--- src/rtl/mimo_out_collector.sv ---
// rtl/mimo_out_collector.sv - K-best detector output capture, frame tagging and result FIFO (optional GRAY_DEMAP_EN)
module mimo_out_collector #(
    parameter int LAT   = 132,
    parameter int DEPTH = 8,
    parameter int IDXW  = 16
) (
    input  logic                     clk,
    input  logic                     rst,
    input  logic                     soft_clr,
    input  logic                     in_start,
    input  logic [15:0]              X,
    output logic                     out_valid,
    input  logic                     out_ready,
    output logic [15:0]              out_sym,
    output logic [IDXW-1:0]          out_idx,
    output logic [$clog2(DEPTH):0]   count,
    output logic                     ovf
);

    localparam int AW = $clog2(DEPTH);
    localparam int WW = IDXW + 16;

    logic [LAT-1:0]  dly;
    logic            strobe;
    logic [IDXW-1:0] idx_cnt;
    logic [AW:0]     wr_ptr, rd_ptr, wr_ptr_n, rd_ptr_n;
    logic [WW-1:0]   mem [DEPTH];
    logic [WW-1:0]   wdata, head_n;
    logic [15:0]     sym_map;
    logic            empty, full, pop, push, drop;

`ifdef GRAY_DEMAP_EN
    // Each 2-bit PAM index p becomes {p[1], p[1]^p[0]}
    function automatic logic [15:0] gray_map(input logic [15:0] x);
        logic [15:0] y;
        for (int i = 0; i < 8; i++) begin
            y[2*i+1] = x[2*i+1];
            y[2*i]   = x[2*i+1] ^ x[2*i];
        end
        return y;
    endfunction
    assign sym_map = gray_map(X);
`else
    assign sym_map = X;
`endif

    assign strobe    = dly[LAT-1];
    assign empty     = (wr_ptr == rd_ptr);
    assign full      = ((wr_ptr ^ rd_ptr) == {1'b1, {AW{1'b0}}});
    assign pop       = !empty && out_ready;
    assign push      = strobe && (!full || pop);
    assign drop      = strobe && full && !pop;
    assign wr_ptr_n  = wr_ptr + {{AW{1'b0}}, push};
    assign rd_ptr_n  = rd_ptr + {{AW{1'b0}}, pop};
    assign wdata     = {idx_cnt, sym_map};
    assign out_valid = !empty;
    assign count     = wr_ptr - rd_ptr;

    // Next head word: zero when the FIFO will be empty, the incoming word when it lands in an otherwise empty FIFO
    always_comb begin
        head_n = '0;
        if (wr_ptr_n != rd_ptr_n) begin
            if (push && (wr_ptr == rd_ptr_n)) begin
                head_n = wdata;
            end else begin
                head_n = mem[rd_ptr_n[AW-1:0]];
            end
        end
    end

    // Frame latency tracking, capture index, FIFO pointers, overflow flag and registered head
    always_ff @(posedge clk or negedge rst) begin
        if (!rst) begin
            dly     <= '0;
            idx_cnt <= '0;
            wr_ptr  <= '0;
            rd_ptr  <= '0;
            ovf     <= 1'b0;
            out_sym <= '0;
            out_idx <= '0;
        end else if (soft_clr) begin
            dly     <= '0;
            idx_cnt <= '0;
            wr_ptr  <= '0;
            rd_ptr  <= '0;
            ovf     <= 1'b0;
            out_sym <= '0;
            out_idx <= '0;
        end else begin
            dly    <= {dly[LAT-2:0], in_start};
            wr_ptr <= wr_ptr_n;
            rd_ptr <= rd_ptr_n;
            if (strobe) begin
                idx_cnt <= idx_cnt + IDXW'(1);
            end
            if (drop) begin
                ovf <= 1'b1;
            end
            {out_idx, out_sym} <= head_n;
        end
    end

    // FIFO storage needs no reset; pointers define what is valid
    always_ff @(posedge clk) begin
        if (push && !soft_clr) begin
            mem[wr_ptr[AW-1:0]] <= wdata;
        end
    end

endmodule

--- config.mk ---
export PLATFORM = sky130hd
export DESIGN_NAME = mimo_out_collector
export DESIGN_NICKNAME = d
export VERILOG_FILES = /design/src/rtl/mimo_out_collector.sv
export SDC_FILE = /design/constraint.sdc
export NUM_CORES = 1
export LEC_CHECK = 0
export ABC_CLOCK_PERIOD_IN_PS = 5640
export BUFFER_PORTS_ARGS = -buffer_cell sky130_fd_sc_hd__buf_2
export CAP_MARGIN = 20
export CORE_MARGIN = 2
export CORE_UTILIZATION = 55
export DETAILED_ROUTE_END_ITERATION = 8
export PLACE_DENSITY = 0.8
export SYNTH_ARGS = -nofsm -noshare
export SYNTH_HDL_FRONTEND = slang
export SYNTH_SLANG_ARGS = --single-unit
--- constraint.sdc ---
create_clock -name clk -period 5.64 [get_ports clk]
set_input_delay 0.564 -clock clk [delete_from_list [all_inputs] [get_ports clk]]
set_output_delay 0.564 -clock clk [all_outputs]
set_load 0.02 [all_outputs]
==> metrics.txt <==
synthesized flop and latch total 445; Max Cap Viol 0; CTS H-tree depth 2; drt via density ~6.0; fin crit share around 69%; most common cell after layout, fill and taps aside edfxtp_1; Leakage 7.44 nW; post-cts resize count 0; FF-to-FF path depth 13; Worst-path clk slew 60 ps; Final Max Slew Viols 0; Root Driver clkbuf_16; Achievable Freq 258 MHz; number of flops mapped to enable cells by yosys 256; clock sinks 445; Max FO, Critical Path 23; Seq pwr share 52.9%; WS Path Type reg -> reg; number of setup buffers added after CTS 0; run status finished clean; Worst path depth 13; Yosys top cell area share 44.6%; Critical Path Max Stage Delay 620 ps; maximum VDD drop about 0.23 mV; CP required 6020 ps; core area 30700 um^2; GP Congestion 0.747; total number of vias 8797; Crit path buffers/inverters 4; cell family with most CP delay buffers and inverters; most frequent cells in the layout edfxtp_1, dfrtp_1, nor2b_1; post-detail-place hpwl ~18000 um; # IOs slightly below 60; TNS Setup 0 ps; DR top layer met5; Data arrival, critical path roughly 4300 ps; wire length on met1 13600 um; WL per Instance 23.2 um; CTS Buffer Depth 3; Min-Delay Path Class in -> async; final setup violation count 0; Worst Hold Margin ~19 ps; overall routing resource usage between 20% and 30%; Syn. warnings 0; worst-margin pin slew 1150 ps; Syn Std Cell Area 17200 um^2; crit-path cells inv_1, ha_1, nand3_1, o31ai_4, inv_1, ha_1, ha_1, xnor2_1, xnor2_1, nor3_4, buf_4, buf_4, a2111oi_2; detailed router's first-iteration violation count 985; final wirelength 34000 um; Int Pwr 5.22 mW; Psw 1.26 mW; largest net degree at the start of global routing 77; Net Count, Synth ~990; Yosys cell types 44; post-placement cell area 18000 um^2; Met3 Wirelength 2320 um; DR WL met2 17000 um; TritonCTS Buffers 44; share of cells above drive strength 1 approximately a quarter; cts hold-fix bufs 0; syn_area_per_cell 17.9 um^2; post-route cell area 19500 um^2; most frequent CP cell ha_1; critical path's slowest cell o31ai_4; first-pass GRT wire length 53800 um; Synth Instances 964; total gr overflow 0; CTS tree done; area grow syn2layout 13.1%; worst relative slew slack 22.8%; Final Hold Fails 0; post-route antenna net violation count 0; sw frac 19.4%; Die Span Y 181 um; Area contributors post-synth edfxtp_1, dfrtp_1, mux4_2, nor2b_1, a2111oi_2; pwr dens 333 nW/um^2; Seq/Total Area, Yosys 72.0%; post-synth top area cell edfxtp_1; RSZ-0062 raised after global routing no; asr flop ratio synth 42.5%; DRC 0; startpoint types flop; Final Util 63.4%; initial antenna violation count 3; clock skew approximately 12 ps; First-pass DRT Iterations 5; Comb pwr share 1.1%; Min Clock Period, post-route ~3900 ps; row count 64; vias in the first global route 9296; clock share of power between 40% and 50%; nets 1061; Worst-Skew Late Latency 540 ps; Port-buffer cells 58; FILL cells 2099; Worst Setup End Kind flop; Primary FF master, synth edfxtp_1; Die ar. ~33000 um^2; Starting Density 56.0%; die width 181 um
logic make-up after synthesis:
family / after synthesis / share of synthesized area [%]
compound gates: 74 / 4.30
xor+xnor: 26 / 1.60
fa+ha+maj: 9 / 0.697
buf+inv: 77 / 2.36
flops: 445 / 72.0
mux: 99 / 11.0
simple gates: 234 / 8.03
area by class of cell:
class | count | area (um^2) | area share, %
clock inverters | 27 | 268 | 1.37
repair buffers | 88 | 531 | 2.72
multi-input cells | 442 | 4510 | 23.1
diodes | 2 | 5.00 | 0.0257
inverters | 10 | 37.5 | 0.193
well taps | 396 | 495 | 2.54
clock buffers | 53 | 1230 | 6.30
flip-flops and latches | 445 | 12400 | 63.7
final timing paths:
check                               start         end  slack, ps
worst min-delay path                  rst     dly[83]         20
worst max-delay path            rd_ptr[2]  out_sym[4]       1760
worst max register to register  rd_ptr[2]  out_sym[4]       1760
min in group clk                 in_start      dly[0]        250
max in group asynchronous             rst  out_sym[8]       4320
worst min register to register    dly[18]     dly[19]        450
metrics by stage:
| step | setup slack, ps | instances | total power [mW] |
|---|---|---|---|
| floorplan | 1560 | 964 | 3.52 |
| global placement | 1850 | 1381 | 3.57 |
| detailed placement | 1790 | 1381 | 3.57 |
| CTS | 1760 | 1461 | 6.53 |
| global route | 1570 | 1462 | 6.69 |
| finish | 1760 | 1463 | 6.49 |
worst reg2reg max path, cell delays in order, from the launching register on:
cell       delay, ps
dfrtp_1          500
inv_1             80
ha_1             350
nand3_1          160
o31ai_4          620
inv_1            160
ha_1             250
ha_1             200
xnor2_1          220
xnor2_1          150
nor3_4           180
buf_4            430
buf_4            330
a2111oi_2        110
flip-flops by register name, summed over array words and instances, names as in the netlist:
signal / cells
mem: 256
dly: 132
idx_cnt: 16
out_idx: 16
out_sym: 16
rd_ptr: 4
wr_ptr: 4
ovf: 1
cells in the mapped netlist (7+ instances only):
cell type	number
edfxtp_1	256
dfrtp_1	189
nor2b_1	139
mux4_2	49
nor4_1	35
a31oi_1	32
a2111oi_2	29
buf_2	27
mux2_2	25
nor2_1	25
clkbuf_1	23
mux4_1	15
xnor2_1	14
buf_4	10
inv_1	10
mux2_1	9
ha_1	8
nand3_1	8
xor2_1	8
nor3_1	7
power by group through the flow:
stage	Combinational, mW	Sequential (mW)	Clock [mW]
2_1_floorplan	0.0218	3.50	0
3_3_place_gp	0.0726	3.50	0
3_5_place_dp	0.0757	3.50	0
4_1_cts	0.0761	3.43	3.02
5_1_grt	0.0847	3.43	3.18
6_report	0.0736	3.43	2.98
metal layers:
metal	vias to the layer above	GRT usage, %
met5	-	0
met1	4561	28.7
met4	2	7.38
met2	349	36.1
li1	3805	-
met3	80	3.69
(Power assumes the default switching activity.)
